<file path="config.mk">
export PLATFORM = sky130hd
export DESIGN_NAME = trip_release_ctrl
export DESIGN_NICKNAME = d
export VERILOG_FILES = /design/src/rtl/trip_release_ctrl.sv
export SDC_FILE = /design/constraint.sdc
export NUM_CORES = 1
export LEC_CHECK = 0
export CORE_UTILIZATION = 38
export CTS_BUF_LIST = sky130_fd_sc_hd__clkbuf_2 sky130_fd_sc_hd__clkbuf_4 sky130_fd_sc_hd__clkbuf_8
export CTS_CLUSTER_DIAMETER = 60
export DETAILED_ROUTE_END_ITERATION = 6
export PLACE_DENSITY_LB_ADDON = 0.08
export SLEW_MARGIN = 5
export SYNTH_ARGS = -nofsm -noshare
export SYNTH_HDL_FRONTEND = slang
export SYNTH_SLANG_ARGS = --single-unit
</file>
<file path="constraint.sdc">
create_clock -name clk -period 1.8 [get_ports clk]
set_input_delay 0.18 -clock clk [delete_from_list [all_inputs] [get_ports clk]]
set_output_delay 0.18 -clock clk [all_outputs]
set_load 0.05 [all_outputs]
</file>
<file path="src/rtl/trip_release_ctrl.sv">
// Trip/release supervisor: latches a filtered trip, then re-arms only after an operator
// clear and NofClear consecutive clean trig samples. Optional macro TRIP_TIMESTAMP_EN adds trip timestamps.
module trip_release_ctrl #(
    parameter int unsigned CNT_W = 8
) (
    input  logic             clk,
    input  logic             reset,
    input  logic             trig,
    input  logic [3:0]       NofClear,
    input  logic             trip_in,
    input  logic             sigIn,
    input  logic             clr_req,
    output logic             filt_rst,
    output logic             permit_out,
    output logic             clr_ack,
    output logic             clr_nak,
    output logic [1:0]       state,
    output logic [CNT_W-1:0] trip_cnt,
    output logic [31:0]      trip_ts
);

    typedef enum logic [1:0] {
        ARMED    = 2'b00,
        TRIPPED  = 2'b01,
        CLEARING = 2'b10,
        ILLEGAL  = 2'b11
    } state_t;

    localparam logic [CNT_W-1:0] TRIP_CNT_MAX  = '1;
    localparam logic [3:0]       CLEAR_CNT_MAX = 4'hF;

    state_t      state_q;
    logic [3:0]  clear_cnt;
    logic        abort_c;
    logic        release_c;
    logic [31:0] ts_load_c;

    // The filt_rst clk is still in CLEARING; trip_in is stale then and release must wait one clk.
    assign abort_c   = (trig && sigIn) || (trip_in && !filt_rst);
    assign release_c = !filt_rst && (clear_cnt >= NofClear);
    assign state     = state_q;

`ifdef TRIP_TIMESTAMP_EN
    logic [31:0] trig_ts_cnt;

    // Free-running trig counter; wraps naturally at 2^32.
    always_ff @(posedge clk or negedge reset) begin
        if (!reset) begin
            trig_ts_cnt <= '0;
        end else if (trig) begin
            trig_ts_cnt <= trig_ts_cnt + 32'd1;
        end
    end

    assign ts_load_c = trig_ts_cnt;
`else
    assign ts_load_c = '0;
`endif

    always_ff @(posedge clk or negedge reset) begin
        if (!reset) begin
            state_q    <= TRIPPED;
            permit_out <= 1'b0;
            filt_rst   <= 1'b0;
            clr_ack    <= 1'b0;
            clr_nak    <= 1'b0;
            clear_cnt  <= '0;
            trip_cnt   <= '0;
            trip_ts    <= '0;
        end else begin
            filt_rst <= 1'b0;
            clr_ack  <= 1'b0;
            clr_nak  <= 1'b0;
            case (state_q)
                ARMED: begin
                    permit_out <= 1'b1;
                    if (trip_in) begin
                        state_q    <= TRIPPED;
                        permit_out <= 1'b0;
                        trip_ts    <= ts_load_c;
                        if (trip_cnt != TRIP_CNT_MAX) begin
                            trip_cnt <= trip_cnt + CNT_W'(1);
                        end
                    end
                end
                TRIPPED: begin
                    permit_out <= 1'b0;
                    if (clr_req) begin
                        state_q   <= CLEARING;
                        filt_rst  <= 1'b1;
                        clear_cnt <= '0;
                    end
                end
                CLEARING: begin
                    permit_out <= 1'b0;
                    if (abort_c) begin
                        state_q <= TRIPPED;
                        clr_nak <= 1'b1;
                    end else if (release_c) begin
                        state_q    <= ARMED;
                        permit_out <= 1'b1;
                        clr_ack    <= 1'b1;
                    end else if (trig && (clear_cnt != CLEAR_CNT_MAX)) begin
                        clear_cnt <= clear_cnt + 4'd1;
                    end
                end
                default: begin
                    state_q    <= TRIPPED;
                    permit_out <= 1'b0;
                end
            endcase
        end
    end

endmodule

</file>
==> results of run 1 <==
==> metal layers <==
metal	part of all wire, %	routed length (um)
met1	44	913
met2	48	978
met3	7.9	163
met4	0	0
met5	0	0
==> worst min-delay path by stage <==
stage / from / slack (ps) / end
floorplan: reset / -120 / clear_cnt[0]
global placement: trip_cnt[6] / 490 / trip_cnt[6]
detailed placement: trip_cnt[6] / 490 / trip_cnt[6]
CTS: reset / 210 / trip_cnt[0]
global route: reset / 210 / permit_out
finish: reset / 200 / permit_out
==> through the flow <==
step                TNS, ps  total power, mW  cell area (um2)
detailed placement     -960             1.76             1430
floorplan                 0             1.46             1310
finish                    0             2.01             1490
CTS                       0             2.02             1470
global placement       -895             1.75             1430
global route          -7.68             2.14             1490
==> kinds of logic after synthesis <==
| group | after synthesis | share of synthesized area (%) |
|---|---|---|
| compound gates | 14 | 10.2 |
| xor+xnor | 7 | 5.14 |
| fa+ha+maj | 6 | 6.30 |
| buf+inv | 42 | 23.3 |
| flops | 18 | 37.9 |
| mux | 3 | 2.62 |
| other cells | 1 | 0.314 |
| simple gates | 30 | 14.3 |
==> state kept, by name (all words and copies together) (netlist names) <==
register    count
clear_cnt       4
clr_ack         1
clr_nak         1
filt_rst        1
permit_out      1
state           2
trip_cnt        8
==> where the power goes <==
part           internal [mW]  switching (mW)  leakage (nW)  total (mW)
Combinational          0.379           0.724         0.551        1.10
Sequential             0.532           0.123         0.232       0.655
Clock                  0.123           0.131        0.0210       0.255
==> worst reg2reg max path, stage by stage (launching register included) <==
cell and delay (ps):
dfrtp_1 410, ha_1 290, nand2_1 60, o21ai_2 140
a31oi_2 120, buf_4 150, a32o_1 200, a31o_2 210
==> layout by cell type, fill, tap and decap left out, drive strengths merged, types with 2 or more instances in the layout <==
master         netlist  final
dlymetal6s2s         0      3
xnor2                4      4
ha                   6      6
clkbuf               0      4
a31o                 2      2
clkdlybuf4s50        0     19
and3                 2      2
nor4b                2      2
nand3                5      5
a21oi                2      2
o32ai                2      2
nand2               11     11
mux2i                2      2
conb                 1     32
dfrtp               17     17
a31oi                2      2
buf                 32     14
xor2                 3      3
nor2                 3      3
inv                 10     10
a32o                 2      2
==> area by class of cell <==
class | instances | area share [%]
Sequential cell | 18 | 30.6
Tap cell | 31 | 2.60
Multi-Input combinational cell | 92 | 39.5
Timing Repair Buffer | 36 | 22.3
Clock buffer | 4 | 2.43
Inverter | 10 | 2.52
==> repair_timing <==
action,CTS,global route
resized for setup,0,6
setup buffers,0,1
setup endpoints to repair,0,5
hold endpoints to repair,0,0
==> metrics, run 1 <==
post-route insts no fill about 190; Crit Path Category reg2out; Final Hold Vio Count 0; Net count, final around 180; netlist area before placement roughly 1200 um2; met1 Usage GRT approximately 17%; area of the multi-input gates 589 um2; clk sinks 18; leak pwr ~0.8 nW; Placed Instances about 190; Worst-Margin Slew 507 ps; Filler Cells Inserted roughly 290; Cells after Synth about 120; Reg2Reg Capture Point clear_cnt[3]; worst skew pair latency 290 ps; area delta synth->final 25.0%; antenna viol nets, final 0; CP peak stage delay 830 ps; period utilisation layout 96.2%; die area 3370 um2; initial antenna violation count 0; slowest CP cell clkdlybuf4s50_1; Inserted Clock Buffers 3; First-pass DRT Iterations 6; Final WS setup roughly 70 ps; Data arrival, critical path roughly 1600 ps; register area share after synthesis 37.9%; Area contributors post-synth dfrtp_1 36%, buf_4 20%, ha_1 6.3%, nand2_1 3.5%, inv_1 3.1%; pwr/cell area approximately 1400 nW/um2; #FFs+latches synth 18; vias in the first global route just under 800; CP Cell Sequence clkdlybuf4s50_1; Vert. Die Dim 58.0 um; I/O pins 56; proportion of layout cells with a drive suffix above 1 around 21%; DR iter-0 viols 27; residual DRC count 3; CTS tree yes; slew margin rel. ~66%; wire per inst ~11 um; pre-CTS setup slack -259 ps; CP max FO 4; CP Depth 1; CTS H-Tree Depth 1; Vias per Instance between 4 and 5; final setup fails 0; Reg area 455 um2; cts hold-fix bufs 0; Die X around 58 um; grt ovf 0; Hold Path Class in2async; Clock Skew between 6 and 7 ps; maximum number of pins on one net before global-route repair 19; Critical Path RT about 1600 ps; Synth top area share between 30% and 40%; R2R setup slack 120 ps; GR Util met3 4.69%; Synth area leader dfrtp_1; ys flop type dfrtp_1; total track usage 13.6%; Util after Layout between 50% and 60%; number of synthesized flops with an enable pin 0; first-pass GRT wire length between 3000 and 4000 um; YS warnings 0; Async S/R FF share, synth 100%; final count of pins violating max slew 0; RD Place Congestion 0.750; status complete, but fails checks; most common cell in the netlist buf_4; worst r2r path cells 7; Buf/Inv on CP 1; failing checks design-rule violations; CORE AREA between 2000 and 3000 um2; Worst Setup SP trip_cnt[2]; max cap viols 0; syn avg cell area a little under 10 um2; via count around 850; Fmax 0.578 GHz; Largest delay share family, worst path buffers and inverters; drt total wl 2060 um; # port buffers 23; Reg clk slew, reported paths between 100 and 150 ps; startpoint types flop; endpoint type of the worst setup path output port; initial core utilization between 40% and 50%; dpl hpwl roughly 1600 um; met2 usage ~23%; hold_ws slightly below 200 ps; Antenna Cells 0; maximum clock insertion buffer count 2; Root Buffer Master clkbuf_4; Worst Setup EP trip_cnt[2]; VDD IR max slightly above 0.0009 V; gr busiest metal met2; min Tclk post-route 1730 ps; Post-synth top cells 32 x buf_4, 17 x dfrtp_1, 11 x nand2_1, 10 x inv_1, 6 x ha_1; FP Rows 19; Unique masters post-synth 34; R2R Path Start clear_cnt[2]
Note: power is estimated with default switching activity, not from simulation.
==> inputs of run 2 (changes only) <==
--- a/config.mk
+++ b/config.mk
@@ -10,6 +10,7 @@
 export CTS_CLUSTER_DIAMETER = 60
 export DETAILED_ROUTE_END_ITERATION = 6
 export PLACE_DENSITY_LB_ADDON = 0.08
+export REMOVE_ABC_BUFFERS = 1
 export SLEW_MARGIN = 5
 export SYNTH_ARGS = -nofsm -noshare
 export SYNTH_HDL_FRONTEND = slang
==> run 2 against run 1 <==
The run still ends with design-rule violations left. Non-clock buffer count is 1 lower. Utilization rose by 0.13 points. Combinational power is essentially flat. Die area unchanged. Clock power grew 2%. Worst setup slack got worse by 3.6 ps. Worst hold slack lost 46 ps. Largest power group unchanged. Highest routed layer is now met4.
==> metrics, run 2 (synthesis gave the netlist of run 1 again) <==
slowest CP cell clkdlybuf4s50_1; met2 wire len roughly 860 um; maximum clock insertion buffer count 2; Reg area roughly 450 um2; Largest delay share family, worst path buffers and inverters; CTS tree yes; Hold Path Class in2async; pwr/cell area between 1000 and 1500 nW/um2; Root Buffer Master clkbuf_4; Final WS setup about 66 ps; die area between 3000 and 4000 um2; Antenna Cells 0; Biggest register trip_cnt; Die X slightly below 60 um; top layer in use met4; initial antenna violation count 0; area of the multi-input gates 606 um2; Critical Path RT about 1600 ps; failing checks design-rule violations; Net count, final 176; R2R Path Start clear_cnt[2]; Crit Path Category reg2out; pre-CTS setup slack -368 ps; maximum number of pins on one net before global-route repair 12; dpl hpwl 1640 um; CORE AREA roughly 2900 um2; post-CTS setup buffers 0; grt ovf 0; via count slightly below 900; area delta synth->final 25.3%; Filler Cells Inserted 269; CP Cell Sequence clkdlybuf4s50_1; Final Hold Vio Count 0; max cap viols 0; cts hold-fix bufs 0; R2R setup slack ~90 ps; Clock Skew ~7.6 ps; DRT met1 WL 992 um; Worst Setup SP trip_cnt[0]; wire per inst between 10 and 15 um; VDD IR max 0.000959 V; Fmax 0.577 GHz; initial core utilization a little over two fifths; clk sinks 18; RD Place Congestion 0.733; startpoint types flop; final setup fails 0; drt total wl approximately 2000 um; CTS H-Tree Depth 1; leak pwr approximately 0.8 nW; First-pass DRT Iterations 7; Reg clk slew, reported paths between 100 and 150 ps; status complete, but fails checks; max reg flops 8; Data arrival, critical path approximately 1600 ps; first-pass GRT wire length 3520 um; FP Rows 19; proportion of layout cells with a drive suffix above 1 around 18%; setup_tns 0 ps; vias in the first global route 825; final count of pins violating max slew 0; CP peak stage delay approximately 830 ps; slew margin rel. about two thirds; DR iter-0 viols 15; min Tclk post-route ~1700 ps; commonest non-fill, non-tap cells in the layout 32 x conb_1, 18 x clkdlybuf4s50_1, 17 x dfrtp_1; met3 routed WL 143 um; Vert. Die Dim around 58 um; Worst-Margin Slew 505 ps; # port buffers 23; commonest non-fill, non-tap cell in the layout conb_1; period utilisation layout just under 100%; CP max FO 4; antenna viol nets, final 0; worst skew pair latency around 300 ps; residual DRC count 5; endpoint type of the worst setup path output port; I/O pins 56; total track usage 13.9%; Buf/Inv on CP 1; Inserted Clock Buffers 3; Vias per Instance between 4 and 5
-- run 2: cell count changes in the layout (fill, tap and decap cells not counted), sizes merged --
cell,before,now
clkdlybuf4s50,19,18
buf,14,13
dlygate4sd2,0,1
-- run 2: worst paths after layout --
| path | endpoint | cells after the start |
|---|---|---|
| max in group asynchronous | state[0] | 2 |
| worst min-delay path | clr_nak | 1 |
| worst max-delay path | trip_cnt[0] | 1 |
| worst min register to register | trip_cnt[6] | 1 |
| worst max register to register | clear_cnt[3] | 6 |
| min in group clk | state[0] | 2 |
-- run 2: cell type report --
type	instances	share of cell area, %
inverters	10	2.51
multi-input cells	92	40.5
flip-flops and latches	18	30.2
clock buffers	4	2.43
repair buffers	35	21.7
well taps	31	2.60
-- run 2: power breakdown --
group          switching [mW]  leakage [nW]  internal [mW]
Sequential              0.108         0.236          0.525
Clock                   0.137        0.0210          0.123
Combinational           0.747         0.547          0.383
Total                   0.992         0.804           1.03
-- run 2: through the flow --
step	hold slack, ps	instances	util (%)	total power [mW]	area [um2]
3_5_place_dp	482	186	50.0	1.77	1430
2_1_floorplan	-116	120	-	1.39	1070
6_report	150	190	52.4	2.02	1490
5_1_grt	169	190	52.4	2.15	1490
3_3_place_gp	482	186	50.0	1.76	1430
4_1_cts	148	190	51.4	2.03	1470
-- run 2: timing repair --
action / 4_1_cts / 5_1_grt
gates cloned: 0 / 0
pin swaps: 1 / 2
resized for setup: 2 / 7
endpoints found under the setup margin: 3 / 6
-- run 2: per-layer routing --
metal  GRT usage, %  vias up
met5              0        -
met4           7.14        0
met3           2.46        4
met2           21.8       45
met1           18.4      396
li1               -      420
